[src/rtl/sparc_exu_byp_fwd_pkg.sv]
// Shared definitions for the EXU operand bypass unit: default widths,
// forwarding source-select codes and the hardwired-zero register address.
package sparc_exu_byp_fwd_pkg;

  localparam int BYP_DW = 64;
  localparam int BYP_AW = 5;

  typedef enum logic [1:0] {
    SRC_E  = 2'd0,
    SRC_M  = 2'd1,
    SRC_W  = 2'd2,
    SRC_RF = 2'd3
  } src_sel_e;

  localparam logic [BYP_AW-1:0] R0 = '0;

endpackage

[src/rtl/sparc_exu_byp_srcsel.sv]
// Per-operand forwarding select: picks the youngest in-flight producer of the
// requested register, else register-file data; r0 always reads as zero.
module sparc_exu_byp_srcsel
  import sparc_exu_byp_fwd_pkg::*;
#(
  parameter int DW = BYP_DW,
  parameter int AW = BYP_AW
) (
  input  logic [AW-1:0] addr,
  input  logic          e_vld,
  input  logic [AW-1:0] e_rd,
  input  logic          m_vld,
  input  logic [AW-1:0] m_rd,
  input  logic          w_vld,
  input  logic [AW-1:0] w_rd,
  input  logic          flush_e,
  input  logic [DW-1:0] e_data,
  input  logic [DW-1:0] m_data,
  input  logic [DW-1:0] w_data,
  input  logic [DW-1:0] rf_data,
  output logic [DW-1:0] fwd_data,
  output src_sel_e      sel
);

  logic hit_e;
  logic hit_m;
  logic hit_w;
  logic is_r0;

  assign is_r0 = (addr == R0[AW-1:0]);
  assign hit_e = e_vld & ~flush_e & (addr == e_rd) & ~is_r0;
  assign hit_m = m_vld & (addr == m_rd) & ~is_r0;
  assign hit_w = w_vld & (addr == w_rd) & ~is_r0;

  // Youngest stage wins; r0 falls through to the RF code but forces zero data.
  always_comb begin
    sel      = SRC_RF;
    fwd_data = rf_data;
    if (hit_e) begin
      sel      = SRC_E;
      fwd_data = e_data;
    end else if (hit_m) begin
      sel      = SRC_M;
      fwd_data = m_data;
    end else if (hit_w) begin
      sel      = SRC_W;
      fwd_data = w_data;
    end else if (is_r0) begin
      fwd_data = '0;
    end
  end

endmodule

[src/rtl/sparc_exu_byp_fwd.sv]
// EXU bypass/forwarding unit: E/M/W result tag pipeline, register-file
// writeback port and the E-stage operand flops feeding the ALU.
module sparc_exu_byp_fwd
  import sparc_exu_byp_fwd_pkg::*;
#(
  parameter int DW = BYP_DW,
  parameter int AW = BYP_AW
) (
  input  logic          rclk,
  input  logic          reset,
  input  logic          stall,
  input  logic          flush_e,
  input  logic [AW-1:0] ifu_byp_rs1_addr_d,
  input  logic [AW-1:0] ifu_byp_rs2_addr_d,
  input  logic [AW-1:0] ifu_byp_rs3_addr_d,
  input  logic [DW-1:0] irf_byp_rs1_data_d,
  input  logic [DW-1:0] irf_byp_rs2_data_d,
  input  logic [DW-1:0] irf_byp_rs3_data_d,
  input  logic [AW-1:0] ifu_byp_rd_addr_d,
  input  logic          ifu_byp_wen_d,
  input  logic [DW-1:0] alu_byp_rd_data_e,
  output logic [DW-1:0] byp_alu_rs1_data_e,
  output logic [DW-1:0] byp_alu_rs2_data_e_l,
  output logic [DW-1:0] byp_alu_rs3_data_e,
  output logic [DW-1:0] byp_alu_rcc_data_e,
  output logic [DW-1:0] byp_irf_rd_data_w,
  output logic [AW-1:0] byp_irf_rd_addr_w,
  output logic          byp_irf_wen_w
);

  logic          e_vld, m_vld, w_vld;
  logic [AW-1:0] e_rd, m_rd, w_rd;
  logic [DW-1:0] m_data, w_data;
  logic [DW-1:0] rs1_fwd, rs2_fwd, rs3_fwd;
  src_sel_e      rs1_sel, rs2_sel, rs3_sel;
  logic [5:0]    unused_sel;

  // Select codes are exposed for debug visibility only.
  assign unused_sel = {rs1_sel, rs2_sel, rs3_sel};

  sparc_exu_byp_srcsel #(.DW(DW), .AW(AW)) u_rs1_sel (
    .addr(ifu_byp_rs1_addr_d), .e_vld(e_vld), .e_rd(e_rd), .m_vld(m_vld),
    .m_rd(m_rd), .w_vld(w_vld), .w_rd(w_rd), .flush_e(flush_e),
    .e_data(alu_byp_rd_data_e), .m_data(m_data), .w_data(w_data),
    .rf_data(irf_byp_rs1_data_d), .fwd_data(rs1_fwd), .sel(rs1_sel)
  );

  sparc_exu_byp_srcsel #(.DW(DW), .AW(AW)) u_rs2_sel (
    .addr(ifu_byp_rs2_addr_d), .e_vld(e_vld), .e_rd(e_rd), .m_vld(m_vld),
    .m_rd(m_rd), .w_vld(w_vld), .w_rd(w_rd), .flush_e(flush_e),
    .e_data(alu_byp_rd_data_e), .m_data(m_data), .w_data(w_data),
    .rf_data(irf_byp_rs2_data_d), .fwd_data(rs2_fwd), .sel(rs2_sel)
  );

  sparc_exu_byp_srcsel #(.DW(DW), .AW(AW)) u_rs3_sel (
    .addr(ifu_byp_rs3_addr_d), .e_vld(e_vld), .e_rd(e_rd), .m_vld(m_vld),
    .m_rd(m_rd), .w_vld(w_vld), .w_rd(w_rd), .flush_e(flush_e),
    .e_data(alu_byp_rd_data_e), .m_data(m_data), .w_data(w_data),
    .rf_data(irf_byp_rs3_data_d), .fwd_data(rs3_fwd), .sel(rs3_sel)
  );

  // Result tag pipeline; a flushed E instruction enters M as invalid.
  always_ff @(posedge rclk or posedge reset) begin
    if (reset) begin
      e_vld  <= 1'b0;
      e_rd   <= '0;
      m_vld  <= 1'b0;
      m_rd   <= '0;
      m_data <= '0;
      w_vld  <= 1'b0;
      w_rd   <= '0;
      w_data <= '0;
    end else if (!stall) begin
      e_vld  <= ifu_byp_wen_d & (ifu_byp_rd_addr_d != R0[AW-1:0]);
      e_rd   <= ifu_byp_rd_addr_d;
      m_vld  <= e_vld & ~flush_e;
      m_rd   <= e_rd;
      m_data <= alu_byp_rd_data_e;
      w_vld  <= m_vld;
      w_rd   <= m_rd;
      w_data <= m_data;
    end
  end

  // Operand flops; rs2 is kept inverted so its reset value is all ones.
  always_ff @(posedge rclk or posedge reset) begin
    if (reset) begin
      byp_alu_rs1_data_e   <= '0;
      byp_alu_rs2_data_e_l <= '1;
      byp_alu_rs3_data_e   <= '0;
      byp_alu_rcc_data_e   <= '0;
    end else if (!stall) begin
      byp_alu_rs1_data_e   <= rs1_fwd;
      byp_alu_rs2_data_e_l <= ~rs2_fwd;
      byp_alu_rs3_data_e   <= rs3_fwd;
      byp_alu_rcc_data_e   <= rs1_fwd;
    end
  end

  assign byp_irf_wen_w     = w_vld;
  assign byp_irf_rd_addr_w = w_rd;
  assign byp_irf_rd_data_w = w_data;

endmodule

[config.mk]
export PLATFORM = sky130hd
export DESIGN_NAME = sparc_exu_byp_fwd
export DESIGN_NICKNAME = d
export VERILOG_FILES = /design/src/rtl/sparc_exu_byp_fwd_pkg.sv /design/src/rtl/sparc_exu_byp_srcsel.sv /design/src/rtl/sparc_exu_byp_fwd.sv
export SDC_FILE = /design/constraint.sdc
export NUM_CORES = 1
export LEC_CHECK = 0
export ABC_CLOCK_PERIOD_IN_PS = 26000
export CORE_AREA = 2 2 237 239
export CTS_BUF_LIST = sky130_fd_sc_hd__clkbuf_16
export DETAILED_ROUTE_END_ITERATION = 12
export DIE_AREA = 0 0 239 241
export SLEW_MARGIN = 20
export SYNTH_ARGS = -nofsm -noshare
export SYNTH_HDL_FRONTEND = slang
export SYNTH_SLANG_ARGS = --single-unit
[constraint.sdc]
create_clock -name rclk -period 26 [get_ports rclk]
set_clock_uncertainty 0.05 [all_clocks]
set_input_delay 5.2 -clock rclk [delete_from_list [all_inputs] [get_ports rclk]]
set_output_delay 5.2 -clock rclk [all_outputs]
set_load 0.03 [all_outputs]
==> impl_metrics.yaml, run 1 <==
critical_path:
  path_cells: "clkdlybuf4s50_1 -> nor3_1 -> nand2_4 -> buf_4 -> and4_4 -> a21oi_1 -> a21oi_1"
  setup.worst_path.start: "ifu_byp_rs3_addr_d[1]"
  r2r_start: "byp_irf_rd_addr_w[4]"
  cp-end-kind: "flip-flop"
  critPathRequiredTime_ps: 26440
  start_kind: "primary input"
  cp_max_fo: 71
  cp_common_cell: "a21oi_1"
  cp.buffers_inverters: 2
  cp_top_family: "simple AND/OR/NAND/NOR gates"
  endpoint: "byp_alu_rs3_data_e[26]"
  rrSetupSlack_ps: 22650
  worstSetupPathType: "primary input to flip-flop"
  crit_path_top_delay_cell: "and4_4"
  reg2reg_depth: 7
  reg2reg_to: "byp_alu_rs3_data_e[61]"
  cp.depth: 7
  crit_arrival_ps: 8850
  slowest_delay_ps: 1090
floorplanning:
  chipHeight_um: 241
  coreArea_um2: 54900
  dieArea_um2: 57600
  row_count: 86
  die_w_um: 239
  initial_core_util: 0.353
  io_pins: 607
placement:
  gp_congestion: 0.851
  dp_hpwl_um: 57200
  dp_cells: 3160
  portBuffers: 606
logic_synthesis:
  syn-num-nets: 2372
  seq_area_frac_synth: 0.440
  avgSynthCellArea_um2: 9.27
  async_flop_share: 1.00
  synth.distinct_cells: 44
  synthFlopType: "dfrtp_1"
  syn_area_um2: 19400
  syn_inst: 2091
  yosysWarnings: 0
  synth_edf_count: 0
  synth_seq_cells: 338
power_and_ir_drop:
  power_density_nw_per_um2: 64.9
  p_leak_nw: 11.0
  ir_drop_mv: 0.0418
routing:
  drcViolationCount: 0
  drt_iter0_markers: 2053
  vias: 19800
  routed_wl_um: 89400
  detail_route.wl_per_cell_um: 27.6
  drtPass1Iterations: 7
  routed_via_density: 6.11
  ant_nets: 0
clock_network:
  cts_max_level: 2
  cts.sinks: 338
  cts_root_buffer: "clkbuf_16"
  numCtsBuffers: 42
  cts.path.max_buffers: 3
  clock_latency_ps: 560
  holdBufCountCts: 0
  post_cts_buffers: 0
  tritoncts: "done"
  path_clk_slew_ps: 60
  cts_resized: 0
global_route:
  grt_pass1_wl_um: 130000
  track_usage: 0.300
  antenna_found_initial: 6
  grt.overflow.total: 0
  grt_max_degree: 228
  grt_pass1_vias: 19500
timing:
  fin_crit_sh: 0.324
  slew_viol_final: 0
  setup_tns_ps: 0
  grt_setup_unrepaired: "no"
  tightestPinTransition_ps: 1220
  slew-limit-headroom: 0.186
  fmax_mhz: 119
  hold_viol: 0
  fin_crit_ps: 8410
  setup_viol: 0
cells_and_area:
  syn_to_final_growth_pct: 37.8
  drive_above_1_share: 0.101
  nNetsFinal: 2782
  stdcell_count: 3242
  fill_cells: 5136
job:
  cap_violations: 0
hold_path:
  hp-class: "flip-flop to flip-flop"
run_status:
  status: "completed"
-- cells in the mapped netlist (all sizes together), types with 2 or more instances --
| master | count | share of area |
|---|---|---|
| a211oi | 42 | 0.016 |
| a21boi | 64 | 0.025 |
| a21o | 42 | 0.016 |
| a21oi | 128 | 0.033 |
| a221oi | 75 | 0.034 |
| a222oi | 11 | 0.0057 |
| a22oi | 42 | 0.016 |
| a31oi | 22 | 0.0071 |
| and2 | 67 | 0.022 |
| and3 | 64 | 0.021 |
| and4 | 2 | 0.00090 |
| buf | 105 | 0.035 |
| clkbuf | 170 | 0.033 |
| dfrtp | 274 | 0.35 |
| dfstp | 64 | 0.087 |
| inv | 77 | 0.015 |
| mux2 | 80 | 0.046 |
| mux2i | 64 | 0.033 |
| nand2 | 70 | 0.014 |
| nand3 | 64 | 0.017 |
| nand4 | 50 | 0.016 |
| nor2 | 60 | 0.012 |
| nor3 | 27 | 0.0070 |
| nor4 | 6 | 0.0027 |
| o211ai | 65 | 0.025 |
| o21ai | 215 | 0.056 |
| o22ai | 86 | 0.028 |
| or4 | 3 | 0.0014 |
| xnor2 | 26 | 0.012 |
| xor2 | 19 | 0.0086 |
-- report_power, final --
part	switching [W]	leakage, nW	total (W)	internal, W
Sequential	0.0000692	3.85	0.000663	0.000594
Clock	0.000235	0.699	0.000552	0.000317
Combinational	0.000310	6.41	0.000517	0.000207
-- worst register-to-register path, stage by stage, from the launching register on --
cell	delay [ps]
dfrtp_1	480
xor2_1	220
nor4_2	420
buf_4	450
buf_4	790
a21boi_0	380
o211ai_1	300
a21oi_1	120
-- layout by cell type, fill, tap and decap left out, drive strengths merged, types with 43 or more instances in the layout --
master	n
and2	67
nand2	70
dfrtp	274
and3	64
nand3	64
clkdlybuf4s50	605
a221oi	75
a21boi	64
o21ai	215
dfstp	64
clkbuf	43
o211ai	65
a21oi	128
nor2	60
o22ai	86
mux2	80
mux2i	64
nand4	50
inv	100
-- logic make-up after synthesis --
logic type	share of synthesized area
compound gates	0.263
flops	0.440
simple gates	0.114
xor+xnor	0.0203
buf+inv	0.0826
mux	0.0795
-- per-layer routing --
| metal | vias up | share of wire | GRT usage |
|---|---|---|---|
| met3 | 219 | 0.076 | 0.0496 |
| met1 | 9841 | 0.39 | 0.377 |
| li1 | 8540 | - | - |
| met5 | - | 0 | 0 |
| met2 | 1198 | 0.49 | 0.500 |
| met4 | 0 | 0.043 | 0.150 |
-- how the worst min path moves through the flow --
stage / startpoint / to / slack, ps / depth (start not counted)
CTS: byp_alu_rs2_data_e_l[9] / byp_alu_rs2_data_e_l[9] / 450 / 2
global placement: byp_alu_rs2_data_e_l[33] / byp_alu_rs2_data_e_l[33] / 430 / 2
detailed placement: byp_alu_rs2_data_e_l[29] / byp_alu_rs2_data_e_l[29] / 440 / 2
floorplan: e_vld / e_vld / 420 / 2
global route: byp_alu_rs2_data_e_l[9] / byp_alu_rs2_data_e_l[9] / 470 / 2
finish: byp_alu_rs2_data_e_l[9] / byp_alu_rs2_data_e_l[9] / 440 / 2
-- metrics by stage --
stage / instance area (um2) / worst slack, ps / hold WS (ps) / total power [W] / util
final: 26700 / 17590 / 445 / 0.00173 / 0.487
after global routing: 26700 / 17600 / 465 / 0.00180 / 0.487
after CTS: 26700 / 17790 / 449 / 0.00174 / 0.486
after detailed placement: 25400 / 17180 / 441 / 0.00118 / 0.463
after global placement: 25400 / 17250 / 435 / 0.00118 / 0.463
after floorplan: 19400 / 11490 / 418 / 0.000937 / -
-- registers in the layout, indices dropped and copies added (netlist names) --
name / count
m_rd: 5
e_rd: 5
e_vld: 1
byp_irf_wen_w: 1
byp_alu_rs2_data_e_l: 64
byp_irf_rd_addr_w: 5
byp_irf_rd_data_w: 64
byp_alu_rs1_data_e: 64
byp_alu_rs3_data_e: 64
m_vld: 1
m_data: 64
-- layout make-up --
class | instances | area [um2] | area share
antenna | 5 | 12.5 | 0.000468
clock buffer | 43 | 1080 | 0.0403
clock inverter | 33 | 185 | 0.00693
inverter | 77 | 299 | 0.0112
multi-input combinational | 1401 | 9360 | 0.350
sequential | 338 | 8540 | 0.320
tap | 704 | 881 | 0.0330
timing repair buffer | 641 | 6370 | 0.238
Note: power is estimated with default switching activity, not from simulation.
==> run 2: changes to the inputs <==
Settings changed: ABC_CLOCK_PERIOD_IN_PS 26000 to 7090, PLACE_DENSITY set to 0.66.
Clock period 26 ns to 7.09 ns, I/O delays scaled along.
==> run 2 against run 1 <==
  * First-iteration DRC count up 3.5%
  * Setup slack worse by 15000 ps
  * Design area about the same
  * Worst hold slack better by 2.4 ps
  * Final cell count about the same
  * Non-clock buffer count up 3
  * Clock power rose to 3.6 times the previous value
  * Critical path depth unchanged
  * Critical path type unchanged
  * Critical endpoint is now byp_alu_rs1_data_e[43]
==> impl_metrics.yaml, run 2 (same netlist as run 1, synthesis figures left out) <==
global_route:
  antenna_found_initial: 7
  grt_pass1_wl_um: 130000
  grt_max_degree: 157
  grt.overflow.total: 0
  grt_pass1_vias: 19900
  track_usage: 0.300
timing:
  fin_hold_ws_ps: 447
  fin_crit_sh: 0.570
  fin_crit_ps: 4040
  hold_viol: 0
  setup_slack_ps: 3050
  slew-limit-headroom: 0.219
  tightestPinTransition_ps: 1170
  slew_viol_final: 0
  setup_viol: 0
  fmax_mhz: 247
  grt_setup_unrepaired: "no"
  setup_tns_ps: 0
floorplanning:
  dieArea_um2: 57600
  chipHeight_um: 241
  coreArea_um2: 54900
  io_pins: 607
  initial_core_util: 0.353
  row_count: 86
  die_w_um: 239
routing:
  ant_nets: 0
  drtPass1Iterations: 6
  routed_wl_um: 89500
  drcViolationCount: 0
  detail_route.wl_per_cell_um: 27.6
  drt_iter0_markers: 2124
  routed_via_density: 6.14
  vias: 19900
power_and_ir_drop:
  ir_drop_mv: 0.148
  p_leak_nw: 10.9
  power_density_nw_per_um2: 237
cells_and_area:
  multi_input_area_um2: 9360
  seq_area_um2: 8540
  fill_cells: 5062
  stdcell_count: 3244
  syn_to_final_growth_pct: 37.9
  nNetsFinal: 2783
  drive_above_1_share: 0.103
  final_common_cell: "clkdlybuf4s50_1"
  final_util: 0.487
  final_cell_mix: "clkdlybuf4s50_1 (605), dfrtp_1 (274), o21ai_0 (187), a21oi_1 (128), inv_1 (87)"
placement:
  gp_congestion: 0.905
  place_ws_ps: 2500
  portBuffers: 606
  dp_hpwl_um: 57000
  dp_cells: 3162
clock_network:
  cts.sinks: 338
  tritoncts: "done"
  post_cts_buffers: 0
  cts_max_level: 2
  cts.path.max_buffers: 3
  holdBufCountCts: 0
  path_clk_slew_ps: 60
  numCtsBuffers: 40
  cts_resized: 0
  cts_root_buffer: "clkbuf_16"
  clock_latency_ps: 560
critical_path:
  crit_arrival_ps: 4430
  critPathRequiredTime_ps: 7480
  cp_max_fo: 39
  worstSetupPathType: "primary input to flip-flop"
  cp-end-kind: "flip-flop"
  start_kind: "primary input"
job:
  cap_violations: 0
hold_path:
  hp-class: "flip-flop to flip-flop"
run_status:
  status: "completed"
run 2: cell types whose count changed in the layout (fill, tap and decap cells not counted), moves of 2 or more:
cell	before	now
clkinv_2	3	6
inv_1	97	87
inv_6	1	3
clkinv_1	5	9
clkbuf_16	43	41
buf_12	1	5
diode_2	5	7
run 2: cell type report:
type | count | area share
repair buffers | 644 | 0.240
diodes | 7 | 0.000655
clock inverters | 32 | 0.00730
flip-flops and latches | 338 | 0.319
multi-input cells | 1401 | 0.350
well taps | 704 | 0.0329
inverters | 77 | 0.0110
clock buffers | 41 | 0.0384
run 2: path summary, 6_finish.rpt:
path / startpoint / end / slack (ps) / depth (start not counted)
setup / recovery: ifu_byp_rs1_addr_d[1] / byp_alu_rs1_data_e[43] / 3050 / 7
hold / removal: byp_alu_rs2_data_e_l[51] / byp_alu_rs2_data_e_l[51] / 450 / 2
setup reg to reg: byp_irf_rd_addr_w[3] / byp_alu_rs2_data_e_l[36] / 4130 / 6
hold reg to reg: byp_alu_rs2_data_e_l[51] / byp_alu_rs2_data_e_l[51] / 450 / 2
max in group asynchronous: reset / byp_alu_rs1_data_e[41] / 4270 / 4
min in group asynchronous: reset / m_data[63] / 1150 / 2
run 2: metal layers:
| metal | global-route usage | vias to the layer above | wire length, um |
|---|---|---|---|
| li1 | - | 8551 | - |
| met1 | 0.370 | 9827 | 34200 |
| met2 | 0.499 | 1297 | 42600 |
| met3 | 0.0636 | 243 | 8620 |
| met4 | 0.147 | 0 | 4060 |
| met5 | 0 | - | 0 |
run 2: critical path, stage by stage:
cell and delay, ps:
clkdlybuf4s50_1 550, nor3_1 330, and2_1 240, or4_4 760
buf_4 650, mux2i_1 160, a221oi_1 300
run 2: power breakdown:
group,switching (W),leakage (nW),internal [W]
combinational,0.00114,6.43,0.000765
clock,0.000876,0.649,0.00112
sequential,0.000247,3.85,0.00218
total,0.00227,10.9,0.00406
run 2: metrics by stage:
stage / cell area [um2] / power (W)
floorplan: 19400 / 0.00344
global placement: 25400 / 0.00432
detailed placement: 25500 / 0.00434
CTS: 26700 / 0.00635
global route: 26700 / 0.00656
finish: 26700 / 0.00633
